File: config.mk
export PLATFORM = sky130hd
export DESIGN_NAME = flu_wb_arbiter_flat
export DESIGN_NICKNAME = d
export VERILOG_FILES = /design/src/rtl/flu_wb_arbiter_if.sv /design/src/rtl/flu_wb_arbiter.sv /design/src/flat_wrapper.sv
export SDC_FILE = /design/constraint.sdc
export NUM_CORES = 1
export LEC_CHECK = 0
export CAP_MARGIN = 30
export CORE_MARGIN = 2
export CORE_UTILIZATION = 47
export CTS_CLUSTER_DIAMETER = 200
export DETAILED_ROUTE_END_ITERATION = 7
export GPL_TIMING_DRIVEN = 0
export PLACE_DENSITY = 0.82
export SETUP_SLACK_MARGIN = 0.2
export SYNTH_ARGS = -nofsm -noshare
export SYNTH_HDL_FRONTEND = slang
export SYNTH_SLANG_ARGS = --single-unit
File: constraint.sdc
create_clock -name clk_i -period 5.7 [get_ports clk_i]
set_input_delay 1.425 -clock clk_i [delete_from_list [all_inputs] [get_ports clk_i]]
set_output_delay 1.425 -clock clk_i [all_outputs]
set_load 0.005 [all_outputs]
File: src/rtl/flu_wb_arbiter_if.sv
// Writeback arbiter bus: single-cycle source, multi-cycle handshake source,
// writeback port to the scoreboard, flush and issue-stall request.
interface flu_wb_arbiter_if #(
    parameter int unsigned XLEN          = 64,
    parameter int unsigned TRANS_ID_BITS = 3
);
    logic                     flush_i;
    logic                     sc_valid_i;
    logic [XLEN-1:0]          sc_result_i;
    logic [TRANS_ID_BITS-1:0] sc_trans_id_i;
    logic                     mc_valid_i;
    logic                     mc_ready_o;
    logic [XLEN-1:0]          mc_result_i;
    logic [TRANS_ID_BITS-1:0] mc_trans_id_i;
    logic                     wb_valid_o;
    logic [XLEN-1:0]          wb_result_o;
    logic [TRANS_ID_BITS-1:0] wb_trans_id_o;
    logic                     issue_stall_o;

    // Pipeline side: drives results, consumes writeback
    modport master (
        output flush_i, sc_valid_i, sc_result_i, sc_trans_id_i,
        output mc_valid_i, mc_result_i, mc_trans_id_i,
        input  mc_ready_o, wb_valid_o, wb_result_o, wb_trans_id_o, issue_stall_o
    );

    // Arbiter side
    modport slave (
        input  flush_i, sc_valid_i, sc_result_i, sc_trans_id_i,
        input  mc_valid_i, mc_result_i, mc_trans_id_i,
        output mc_ready_o, wb_valid_o, wb_result_o, wb_trans_id_o, issue_stall_o
    );
endinterface

File: src/rtl/flu_wb_arbiter.sv
// Fixed-latency-unit writeback arbiter. Single-cycle results always win;
// multi-cycle results that lose are queued in order and drained when the
// single-cycle path is idle. A starvation guard requests an issue stall when
// the queue head has been blocked for MAX_WAIT cycles.
module flu_wb_arbiter #(
    parameter int unsigned XLEN          = 64,
    parameter int unsigned TRANS_ID_BITS = 3,
    parameter int unsigned DEPTH         = 2,
    parameter int unsigned MAX_WAIT      = 4
) (
    input logic             clk_i,
    input logic             rst_ni,
    flu_wb_arbiter_if.slave bus
);
    localparam int unsigned PtrW  = (DEPTH > 1) ? $clog2(DEPTH) : 1;
    localparam int unsigned CntW  = $clog2(DEPTH + 1);
    localparam int unsigned WaitW = $clog2(MAX_WAIT + 1);

    logic [XLEN-1:0]          res_q [DEPTH];
    logic [TRANS_ID_BITS-1:0] id_q  [DEPTH];
    logic [PtrW-1:0]          wr_q, rd_q;
    logic [CntW-1:0]          count_q, count_d;
    logic [WaitW-1:0]         wait_q, wait_d;
    logic                     stall_q, stall_d;

    logic                     kill, empty, full, accept, enq, deq;
    logic                     wb_valid;
    logic [XLEN-1:0]          wb_result;
    logic [TRANS_ID_BITS-1:0] wb_id;

    // Output priority mux and enqueue/dequeue decisions
    always_comb begin
        kill      = bus.flush_i | ~rst_ni;
        empty     = (count_q == '0);
        full      = (count_q == CntW'(DEPTH));
        accept    = bus.mc_valid_i & ~full;
        wb_valid  = 1'b0;
        wb_result = '0;
        wb_id     = '0;
        enq       = 1'b0;
        deq       = 1'b0;
        if (kill) begin
            // Anything accepted now is dropped; only the sc path may write back
            if (bus.sc_valid_i) begin
                wb_valid  = 1'b1;
                wb_result = bus.sc_result_i;
                wb_id     = bus.sc_trans_id_i;
            end
        end else if (bus.sc_valid_i) begin
            wb_valid  = 1'b1;
            wb_result = bus.sc_result_i;
            wb_id     = bus.sc_trans_id_i;
            enq       = accept;
        end else if (!empty) begin
            wb_valid  = 1'b1;
            wb_result = res_q[rd_q];
            wb_id     = id_q[rd_q];
            deq       = 1'b1;
            enq       = accept;
        end else if (bus.mc_valid_i) begin
            // Bypass only when empty keeps acceptance order intact
            wb_valid  = 1'b1;
            wb_result = bus.mc_result_i;
            wb_id     = bus.mc_trans_id_i;
        end
    end

    // Next-state for occupancy and the starvation guard
    always_comb begin
        count_d = count_q + CntW'(enq) - CntW'(deq);
        if (empty || deq) begin
            wait_d = '0;
        end else if (bus.sc_valid_i && (wait_q != WaitW'(MAX_WAIT))) begin
            wait_d = wait_q + WaitW'(1);
        end else begin
            wait_d = wait_q;
        end
        if (deq) begin
            stall_d = 1'b0;
        end else if (wait_d == WaitW'(MAX_WAIT)) begin
            stall_d = 1'b1;
        end else begin
            stall_d = stall_q;
        end
    end

    // Control state with synchronous reset; flush empties the queue
    always_ff @(posedge clk_i) begin
        if (!rst_ni || bus.flush_i) begin
            wr_q    <= '0;
            rd_q    <= '0;
            count_q <= '0;
            wait_q  <= '0;
            stall_q <= 1'b0;
        end else begin
            if (enq) wr_q <= wr_q + PtrW'(1);
            if (deq) rd_q <= rd_q + PtrW'(1);
            count_q <= count_d;
            wait_q  <= wait_d;
            stall_q <= stall_d;
        end
    end

    // Queue storage, not reset
    always_ff @(posedge clk_i) begin
        if (enq) begin
            res_q[wr_q] <= bus.mc_result_i;
            id_q[wr_q]  <= bus.mc_trans_id_i;
        end
    end

    assign bus.mc_ready_o    = ~full;
    assign bus.wb_valid_o    = wb_valid;
    assign bus.wb_result_o   = wb_result;
    assign bus.wb_trans_id_o = wb_id;
    assign bus.issue_stall_o = stall_q;

    // The issue stage must honour the stall request
    sc_while_stall: assert property (@(posedge clk_i) disable iff (!rst_ni)
        !(bus.sc_valid_i && stall_q));
endmodule

File: src/flat_wrapper.sv
// flat-port wrapper written by rule: the top's interface ports become plain ports
module flu_wb_arbiter_flat 
#(
    parameter int unsigned XLEN          = 64,
    parameter int unsigned TRANS_ID_BITS = 3,
    parameter int unsigned DEPTH         = 2,
    parameter int unsigned MAX_WAIT      = 4
)
  (clk_i, rst_ni, bus_flush_i, bus_sc_valid_i, bus_sc_result_i, bus_sc_trans_id_i, bus_mc_valid_i, bus_mc_result_i, bus_mc_trans_id_i, bus_mc_ready_o, bus_wb_valid_o, bus_wb_result_o, bus_wb_trans_id_o, bus_issue_stall_o);
  flu_wb_arbiter_if #(.XLEN(XLEN), .TRANS_ID_BITS(TRANS_ID_BITS)) bus_i ();
  input logic clk_i;
  input logic rst_ni;
  input wire logic [$bits(bus_i.flush_i)-1:0] bus_flush_i;
  input wire logic [$bits(bus_i.sc_valid_i)-1:0] bus_sc_valid_i;
  input wire logic [$bits(bus_i.sc_result_i)-1:0] bus_sc_result_i;
  input wire logic [$bits(bus_i.sc_trans_id_i)-1:0] bus_sc_trans_id_i;
  input wire logic [$bits(bus_i.mc_valid_i)-1:0] bus_mc_valid_i;
  input wire logic [$bits(bus_i.mc_result_i)-1:0] bus_mc_result_i;
  input wire logic [$bits(bus_i.mc_trans_id_i)-1:0] bus_mc_trans_id_i;
  output wire logic [$bits(bus_i.mc_ready_o)-1:0] bus_mc_ready_o;
  output wire logic [$bits(bus_i.wb_valid_o)-1:0] bus_wb_valid_o;
  output wire logic [$bits(bus_i.wb_result_o)-1:0] bus_wb_result_o;
  output wire logic [$bits(bus_i.wb_trans_id_o)-1:0] bus_wb_trans_id_o;
  output wire logic [$bits(bus_i.issue_stall_o)-1:0] bus_issue_stall_o;
  assign bus_i.flush_i = bus_flush_i;
  assign bus_i.sc_valid_i = bus_sc_valid_i;
  assign bus_i.sc_result_i = bus_sc_result_i;
  assign bus_i.sc_trans_id_i = bus_sc_trans_id_i;
  assign bus_i.mc_valid_i = bus_mc_valid_i;
  assign bus_i.mc_result_i = bus_mc_result_i;
  assign bus_i.mc_trans_id_i = bus_mc_trans_id_i;
  assign bus_mc_ready_o = bus_i.mc_ready_o;
  assign bus_wb_valid_o = bus_i.wb_valid_o;
  assign bus_wb_result_o = bus_i.wb_result_o;
  assign bus_wb_trans_id_o = bus_i.wb_trans_id_o;
  assign bus_issue_stall_o = bus_i.issue_stall_o;
  flu_wb_arbiter #(.XLEN(XLEN), .TRANS_ID_BITS(TRANS_ID_BITS), .DEPTH(DEPTH), .MAX_WAIT(MAX_WAIT)) u_core (.clk_i(clk_i), .rst_ni(rst_ni), .bus(bus_i));
endmodule
==> flow_summary_export.csv <==
group,metric,value,unit
critical_path,worst-setup-path-type,"in -> out",
route,drc_errors,0,
critical_path,crit_buf_inv,4,
synth,synth_cell_types,40,
critical_path,cp_cell_sequence,"clkdlybuf4s50_1, buf_2, clkbuf_1, nand2_1, o21ai_2, clkdlybuf4s50_1",
synth,synth_warnings,0,
pwr,clkPwrFrac,42.5,%
critical_path,timing.rr.start,"u_core.count_q[1]$_SDFF_PP0_",
clock_tree,ctsHoldBuffers,0,
die,chipHeight,124,µm
clock_tree,clk_path_buf_depth,2,
grt,grt_pass1_wl,25600,µm
final_layout,fill_cells,1009,
synth,synth_seq_cells,143,
status,status,"finished, final reports clean",
route,dr.pass1.iters,5,
critical_path,worstSetupEndpointType,"primary output",
pwr,vdd_ir_drop_max,187,µV
clock_tree,clk_pin_slew_worst_paths,0.06,ns
synth,syn-num-nets,705,
grt,grt_overflow,0,
final_layout,drive_gt1_share,10.7,%
clock_tree,clk_latency,0.42,ns
flow_run,max-cap-violations,0,
clock_tree,cts_buffers,17,
sta,rsz0062_at_grt,"false",
sta,skew,0.00606,ns
clock_tree,cts_tree,"yes",
sta,tightestPinTransition,0.948,ns
grt,grt_max_degree,68,
critical_path,critical-path-top-cell-by-count,"clkdlybuf4s50_1",
critical_path,r2r_end,"u_core.res_q[0][36]$_DFFE_PP_",
die,num_io_pins,209,
route,vias_per_cell,5.22,
die,die-area,15300,µm²
route,wire_per_inst,17.3,µm
pwr,power.density,260,nW/µm²
sta,fin_crit,4.93,ns
critical_path,path_depth,6,
critical_path,max_stage_delay,0.59,ns
synth,syn_area_per_cell,12.0,µm²
critical_path,required,4.28,ns
critical_path,r2r.worst_path.cells,5,
clock_tree,htree_levels,4,
critical_path,cp-endpoint,"bus_wb_result_o[27]",
sta,fmax,203,MHz
sta,min_period_over_period,86.4,%
synth,netlist_area,6720,µm²
place,place_congestion,0.736,
clock_tree,cts_resized,0,
sta,maxSlewHeadroom,36.8,%
clock_tree,root_buffer,"clkbuf_16",
grt,grt_pass1_vias,5119,
final_layout,diodes,0,
synth,seq_area_frac_synth,62.6,%
pwr,p_comb_share,11.1,%
sta,tns,0,ns
die,start_util,48.2,%
sta,slew_violations,0,
pwr,seq_power_share,46.4,%
critical_path,critPathLaunchType,"primary input",
pwr,internal_power,0.00197,W
critical_path,cp_slowest_cell,"clkdlybuf4s50_1",
final_layout,finalNetCount,934,
pwr,p_leak,3.27,nW
critical_path,cp_max_fo,10,
sta,setup_viol,0,
clock_tree,cts_setup_buffers,0,
place,place_hpwl,12000,µm
critical_path,reg2reg_slack,3.61,ns
critical_path,critPathTopFamily,"buffers and inverters",
route,vias,5134,
die,coreArea,13900,µm²
place,port_buffers,208,
route,drt_iter0_drc,309,
synth,syn_inst,562,
route,wl,17000,µm
final_layout,area_delta_synth_final,43.7,%
route,ant_nets,0,
grt,antenna_found_initial,0,
pwr,power,0.00250,W
hold_path,min_path_type,"reg -> reg",
critical_path,arrival,3.50,ns
grt,grt_usage,22.5,%
clock_tree,clock-sinks,143,
die,std_cell_rows,43,
pwr,p_sw,0.000532,W
critical_path,startpoint,"bus_sc_valid_i",
die,fp.dieW,124,µm
sta,hold_violations,0,
pwr,p_sw_share,21.2,%
area by class of cell:
cell class              instances  area (µm²)  share of cell area (%)
multi-input cells             378        2240                    23.2
clock inverters                13         143                    1.48
well taps                     180         225                    2.33
inverters                       4        15.0                   0.156
plain buffers                  37         265                    2.75
clock buffers                  19         433                    4.49
repair buffers                210        2120                    22.0
flip-flops and latches        143        4200                    43.6
how the worst min path moves through the flow:
stage | startpoint | end | cells past startpoint
after detailed placement | u_core.bus.issue_stall_o$_SDFFE_PP0N_ | u_core.bus.issue_stall_o$_SDFFE_PP0N_ | 2
after CTS | u_core.bus.issue_stall_o$_SDFFE_PP0N_ | u_core.bus.issue_stall_o$_SDFFE_PP0N_ | 2
after global placement | u_core.wait_q[1]$_SDFF_PP0_ | u_core.wait_q[1]$_SDFF_PP0_ | 2
after global routing | u_core.wait_q[1]$_SDFF_PP0_ | u_core.wait_q[1]$_SDFF_PP0_ | 2
after floorplan | u_core.bus.issue_stall_o$_SDFFE_PP0N_ | u_core.bus.issue_stall_o$_SDFFE_PP0N_ | 2
final | u_core.wait_q[1]$_SDFF_PP0_ | u_core.wait_q[1]$_SDFF_PP0_ | 2
metal layers:
layer	wire length (µm)	up-vias	GRT usage, %
met5	0	-	0
met4	212	0	7.88
met3	795	18	4.43
met2	8990	157	39.6
met1	7030	2458	27.4
li1	-	2501	-
power groups by stage:
stage | sequential, W | combinational (W) | clock (W)
detailed placement | 0.00118 | 0.000276 | 0
CTS | 0.00116 | 0.000278 | 0.00108
floorplan | 0.00118 | 0.0000829 | 0
global placement | 0.00119 | 0.000267 | 0
finish | 0.00116 | 0.000277 | 0.00107
global route | 0.00116 | 0.000299 | 0.00112
kinds of logic after synthesis:
kind of cell | count (synthesis) | synth area share, %
adder cells (fa/ha/maj) | 4 | 0.745
AO/OA/AOI/OAI | 139 | 11.6
XOR/XNOR | 4 | 0.522
flip-flops | 143 | 62.6
AND/OR/NAND/NOR | 164 | 10.3
multiplexers | 67 | 10.1
buffers and inverters | 41 | 4.17
Yosys cell counts:
cell       number  area [µm²]
edfxtp_1      134        4020
nand2_1        73         274
nor2_1         71         267
a21oi_1        67         335
mux2i_1        65         651
o21ai_1        33         165
o21ai_2        18         158
o21ai_0        16        80.1
buf_2          10        50.1
dfxtp_1         9         180
clkbuf_1        6        22.5
buf_1           5        18.8
buf_4           5        37.5
buf_6           5        56.3
buf_8           5        75.1
ha_1            4        50.1
inv_1           4        15.0
and2_1          3        18.8
nand3_1         3        15.0
xnor2_1         3        26.3
and2b_1         2        15.0
nand4_1         2        12.5
nor3_2          2        20.0
a211o_1         1        8.76
a22oi_1         1        7.51
and4b_1         1        10.0
clkbuf_2        1        5.00
mux2_2          1        11.3
mux2_4          1        15.0
nand2b_1        1        6.26
nand2b_4        1        13.8
nor2_2          1        6.26
nor2_4          1        11.3
nor2b_1         1        6.26
nor3_1          1        5.00
o211a_1         1        10.0
o2bb2ai_1       1        8.76
o31ai_1         1        7.51
or2_4           1        8.76
xor2_1          1        8.76
metrics by stage:
stage          setup WS, ns  utilization, %  instances  instance area (µm²)  hold slack [ns]
6_report              0.774            69.2        984                 9650            0.513
5_1_grt               0.659            69.2        984                 9650            0.538
4_1_cts               0.766            69.2        984                 9650            0.512
3_5_place_dp          0.794            65.1        952                 9070            0.489
3_3_place_gp          -1.78            64.8        950                 9020            0.480
2_1_floorplan         0.339               -        562                 6720            0.458
sequential cells by signal, indices dropped and copies added (netlist names), named ones only:
| register | count |
|---|---|
| u_core.wait_q | 3 |
| u_core.bus.issue_stall_o | 1 |
| u_core.count_q | 2 |
| u_core.id_q | 6 |
| u_core.rd_q | 1 |
| u_core.wr_q | 1 |
| u_core.res_q | 128 |
worst reg2reg max path: cells and delay by family (launching register included):
family | cells | cell delay (ns)
flip-flops | 1 | 0.38
buffers and inverters | 2 | 0.50
AND/OR/NAND/NOR | 2 | 0.68
AO/OA/AOI/OAI | 1 | 0.21
cells in the final DEF, fill, tap and decap left out, drive strengths merged, types with 5 or more instances in the layout:
master         instances
clkdlybuf4s50        208
dfxtp                  9
buf                   32
clkbuf                26
mux2i                 65
a21oi                 67
clkinv                 6
nand2                 73
clkinvlp               5
nor2                  73
o21ai                 67
edfxtp               134
Power figures use the tool's default switching activity.
